===== config.mk =====
export PLATFORM = sky130hd
export DESIGN_NAME = mem_wb_stage
export DESIGN_NICKNAME = d
export VERILOG_FILES = /design/src/rtl/mem_wb_stage.sv
export SDC_FILE = /design/constraint.sdc
export NUM_CORES = 1
export LEC_CHECK = 0
export BUFFER_PORTS_ARGS = -buffer_cell sky130_fd_sc_hd__buf_2
export CAP_MARGIN = 30
export CORE_MARGIN = 1
export CORE_UTILIZATION = 43
export CTS_CLUSTER_SIZE = 30
export DETAILED_ROUTE_END_ITERATION = 16
export PLACE_DENSITY = 0.77
export SETUP_SLACK_MARGIN = 0.15
export SYNTH_ARGS = -nofsm -noshare
export SYNTH_HDL_FRONTEND = slang
export SYNTH_SLANG_ARGS = --single-unit

===== constraint.sdc =====
create_clock -name i_clk -period 4.3 [get_ports i_clk]
set_clock_uncertainty 0.1 [all_clocks]
set_input_delay 0.43 -clock i_clk [delete_from_list [all_inputs] [get_ports i_clk]]
set_output_delay 0.43 -clock i_clk [all_outputs]
set_load 0.03 [all_outputs]

===== src/rtl/mem_wb_stage.sv =====
// MEM/WB pipeline register and write-back stage. It also holds the debug run/step/halt
// controller, which gates the pipeline advance and counts retired instructions.
module mem_wb_stage #(
  parameter int NB_WIDTH = 32,
  parameter int NB_REG   = 5,
  parameter int NB_CNT   = 32
) (
  input  logic                i_clk,
  input  logic                i_reset,
  input  logic                i_valid,
  input  logic [NB_WIDTH-1:0] i_alu_result,
  input  logic [NB_WIDTH-1:0] i_mem_read_data,
  input  logic [NB_WIDTH-1:0] i_pc_plus8,
  input  logic [NB_REG-1:0]   i_rd_addr,
  input  logic                i_reg_write_CU,
  input  logic                i_mem_to_reg_CU,
  input  logic                i_link_CU,
  input  logic                i_halt_CU,
  input  logic                i_step_mode,
  input  logic                i_step_req,
  output logic [NB_WIDTH-1:0] o_wb_data,
  output logic [NB_REG-1:0]   o_wb_addr,
  output logic                o_wb_we,
  output logic                o_halted,
  output logic                o_step_done,
  output logic [NB_CNT-1:0]   o_retired_cnt
);

  typedef enum logic [1:0] {RUN, STEP_IDLE, STEP, HALTED} state_t;

  state_t               state, state_nxt;
  logic                 advance;
  logic                 halt_cap;

  logic [NB_WIDTH-1:0]  alu_p1;
  logic [NB_WIDTH-1:0]  pc8_p1;
  logic [NB_REG-1:0]    rd_p1;
  logic                 rw_p1;
  logic                 m2r_p1;
  logic                 link_p1;
  logic                 vld_p1;
  logic                 fire_p1;
  logic                 step_done_p1;
  logic [NB_CNT-1:0]    cnt_p1;

  // Link address wins over load data, which wins over the ALU result.
  function automatic logic [NB_WIDTH-1:0] select_wb(
    input logic                link,
    input logic                m2r,
    input logic [NB_WIDTH-1:0] pc8,
    input logic [NB_WIDTH-1:0] mem,
    input logic [NB_WIDTH-1:0] alu
  );
    if (link)     return pc8;
    else if (m2r) return mem;
    else          return alu;
  endfunction

  assign advance  = ((state == RUN) && !i_step_mode) || (state == STEP);
  assign halt_cap = advance && i_valid && i_halt_CU;

  always_comb begin
    state_nxt = state;
    case (state)
      RUN: begin
        if (halt_cap)         state_nxt = HALTED;
        else if (i_step_mode) state_nxt = STEP_IDLE;
      end
      STEP_IDLE: begin
        if (!i_step_mode)     state_nxt = RUN;
        else if (i_step_req)  state_nxt = STEP;
      end
      STEP: begin
        if (halt_cap)         state_nxt = HALTED;
        else                  state_nxt = STEP_IDLE;
      end
      HALTED:                 state_nxt = HALTED;
      default:                state_nxt = RUN;
    endcase
  end

  // MEM -> WB boundary: capture only on advance; fire is a one-shot per advance.
  always_ff @(posedge i_clk or negedge i_reset) begin
    if (!i_reset) begin
      state        <= RUN;
      alu_p1       <= '0;
      pc8_p1       <= '0;
      rd_p1        <= '0;
      rw_p1        <= 1'b0;
      m2r_p1       <= 1'b0;
      link_p1      <= 1'b0;
      vld_p1       <= 1'b0;
      fire_p1      <= 1'b0;
      step_done_p1 <= 1'b0;
      cnt_p1       <= '0;
    end else begin
      state        <= state_nxt;
      step_done_p1 <= (state == STEP) && !halt_cap;
      if (advance) begin
        alu_p1  <= i_alu_result;
        pc8_p1  <= i_pc_plus8;
        rd_p1   <= i_rd_addr;
        rw_p1   <= i_reg_write_CU;
        m2r_p1  <= i_mem_to_reg_CU;
        link_p1 <= i_link_CU;
        vld_p1  <= i_valid;
        fire_p1 <= i_valid && i_reg_write_CU && !i_halt_CU && (i_rd_addr != '0);
      end else begin
        fire_p1 <= 1'b0;
      end
      if (advance && i_valid && !i_halt_CU)
        cnt_p1 <= cnt_p1 + NB_CNT'(1);
    end
  end

  // Load data comes straight from MEM's registered read port, so it is not re-registered here.
  assign o_wb_data     = select_wb(link_p1, m2r_p1, pc8_p1, i_mem_read_data, alu_p1);
  assign o_wb_addr     = rd_p1;
  assign o_wb_we       = fire_p1 && vld_p1 && rw_p1 && (state != HALTED);
  assign o_halted      = (state == HALTED);
  assign o_step_done   = step_done_p1;
  assign o_retired_cnt = cnt_p1;

endmodule

==> metrics.txt <==
status=completed; Syn Area/Cell=around 12 um^2; commonest non-fill, non-tap cell in the layout=buf_2; Static Leak=about 3.1 nW; sequential power share=between 30% and 40%; core region area=between 10000 and 15000 um^2; Seq cells post-synth=109; Placed Area=6100 um^2; # IOs=about 180; share of layout cells above drive strength 1=between 40% and 50%; die height=~110 um; largest fanout on the critical path=33; most frequent cells in the layout=buf_2, dfrtp_1, mux2_2; worst slew pin tran=0.998 ns; Clock Pin Slew Worst Setup and Hold Paths=approximately 0.070 ns; ant diodes=0; synthesized cell area=5030 um^2; initial antenna violation count=0; drt total wl=~12000 um; Worst VDD drop=roughly 0.52 mV; largest net degree at the start of global routing=66; clock share of power=around 18%; Layout area overhead=27.5%; Critical Path AT=around 2.1 ns; Top Metal Used=met4; vias in the first global route=3828; final max-slew violation count=0; Synth area leader=dfrtp_1; clk buf depth=2; Avg WL per Cell=around 16 um; DRC Markers=0; CP Launch Type=flip-flop; Synth top area share=54.2%; post-route ant nets=0; Resized Gates After CTS=0; TritonRoute pass-1 iters=4; via count=3864; WL met1=about 5000 um; final hold violation count=0; Clock Sinks=109; Final GP Congestion=0.809; CTS H-tree depth=3; Via density=5.24; Nets=703; syn nets=approximately 530; Net Sw Frac=between 40 and 50%; count of synthesis-stage warnings from yosys=0; Synth cell types=32; critical-path cell list=mux2i_1, o21ai_0, buf_2; clock latency on the worst-skew pair=~0.34 ns; met3 WL post-DR=slightly below 800 um; setup tns final=0 ns; max-cap viol count=0; Initial Util=roughly 44%; RSZ-0062 raised after global routing=no; first-pass GRT wire length=between 15000 and 20000 um; period utilisation layout=between 60% and 70%; die area=around 12000 um^2; fin area=~6400 um^2; CTS Hold Bufs=1; Final min period=about 2.6 ns; ys flop type=dfrtp_1; GRT overflow=0; Clock Root Buffer=clkbuf_16; asr flop ratio synth=100%; sequential area share after synthesis=a little over half; Hold WC Path Type=input pin to flip-flop; crit-path max cell delay=between 1 and 1.5 ns; slowest CP cell=dfrtp_2; Die W=approximately 110 um; TritonCTS Buffers=9; P_int=between 2 and 3 mW; WP data required=roughly 3.8 ns; Fmax=383 MHz; initial drt markers=between 150 and 200; Psw=1.87 mW; EDFF count, synth=0; row count=39; post-CTS setup repair buffer count=0; Crit Path Class=flip-flop to output port; dpl hpwl=approximately 8500 um; Total GRT Usage=about a fifth; IO buf count=between 150 and 200; final setup vio count=0; met2 wire length=~5600 um; CTS tree=done; Synth area leaders=dfrtp_1, mux2_2, mux2i_1; Rel. slew slack=between 30% and 40%; combinational share of power=43.2%; PD cells=726 nW/um^2; CP endpoint kind=output port; Syn Inst Count=416
[registers in the layout (all words and copies together) (netlist names), 2 cells and up]
signal         count
alu_p1            32
o_retired_cnt     32
o_wb_addr          5
pc8_p1            32
state              2
[cell families (layout without fill, tap and decap cells)]
| group | count (synthesis) | in the layout | synth area share [%] |
|---|---|---|---|
| AND/OR/NAND/NOR | 107 | 107 | 11.3 |
| flip-flops | 109 | 109 | 54.2 |
| AO/OA/AOI/OAI | 37 | 37 | 3.86 |
| adder cells (fa/ha/maj) | 1 | 1 | 0.249 |
| multiplexers | 106 | 106 | 22.9 |
| buffers and inverters | 25 | 204 | 1.89 |
| XOR/XNOR | 31 | 31 | 5.55 |
[synth_stat cells (all sizes together), types with 3 or more instances]
cell type	count
inv	3
xor2	9
nor4	7
or4	4
xnor2	22
nor3	5
and3	8
o21ai	35
dfrtp	109
mux2	74
nand2	41
nand2b	3
and2	3
mux2i	32
nand4	12
clkbuf	21
nand3	16
[layout make-up]
cell class / instances / area (um^2)
fillers: 972 / 5010
clock inverters: 1 / 30.0
clock buffers: 13 / 270
multi-input cells: 282 / 2210
inverters: 3 / 11.3
repair buffers: 187 / 976
flip-flops and latches: 109 / 2730
well taps: 143 / 179
[path summary, 6_finish.rpt]
| kind | depth (start not counted) | slack [ns] | end | start |
|---|---|---|---|---|
| setup reg to reg | 3 | 1.94 | alu_p1[14]$_DFFE_PN0P_ | state[0]$_DFFE_PN0P_ |
| setup / recovery | 3 | 1.69 | o_wb_data[25] | m2r_p1$_DFFE_PN0P_ |
| hold reg to reg | 1 | 0.39 | o_retired_cnt[11]$_DFFE_PN0P_ | o_retired_cnt[11]$_DFFE_PN0P_ |
| min in group asynchronous | 2 | 0.46 | alu_p1[10]$_DFFE_PN0P_ | i_reset |
| max in group asynchronous | 3 | 2.92 | alu_p1[18]$_DFFE_PN0P_ | i_reset |
| hold / removal | 2 | 0.22 | alu_p1[19]$_DFFE_PN0P_ | i_alu_result[19] |
[layer usage]
layer | vias up | global-route usage [%]
li1 | 1832 | -
met1 | 1874 | 23.3
met2 | 135 | 31.7
met3 | 23 | 5.47
met4 | 0 | 7.52
met5 | - | 0
[critical path, delay by kind of cell (launching register included)]
kind	cells	cell delay, ns
flops	1	1.03
compound gates	1	0.27
buf+inv	1	0.26
mux	1	0.18
[metrics by stage]
step	utilization [%]	std cells	hold WS (ns)	worst slack (ns)	power, mW
after global routing	56.1	738	0.209	1.54	4.94
after CTS	56.1	738	0.204	1.66	4.70
after detailed placement	53.4	723	0.286	1.70	3.84
after global placement	53.2	722	0.372	1.76	3.76
after floorplan	-	416	0.0344	1.93	3.24
final	56.1	738	0.216	1.69	4.65
[power groups by stage]
stage	Clock (mW)	Combinational (mW)	Sequential, mW
final	0.843	2.01	1.80
after CTS	0.865	2.03	1.80
after global placement	0	1.97	1.79
after global routing	0.897	2.18	1.87
after detailed placement	0	2.02	1.82
after floorplan	0	1.56	1.68
Note: power is estimated with default switching activity, not from simulation.
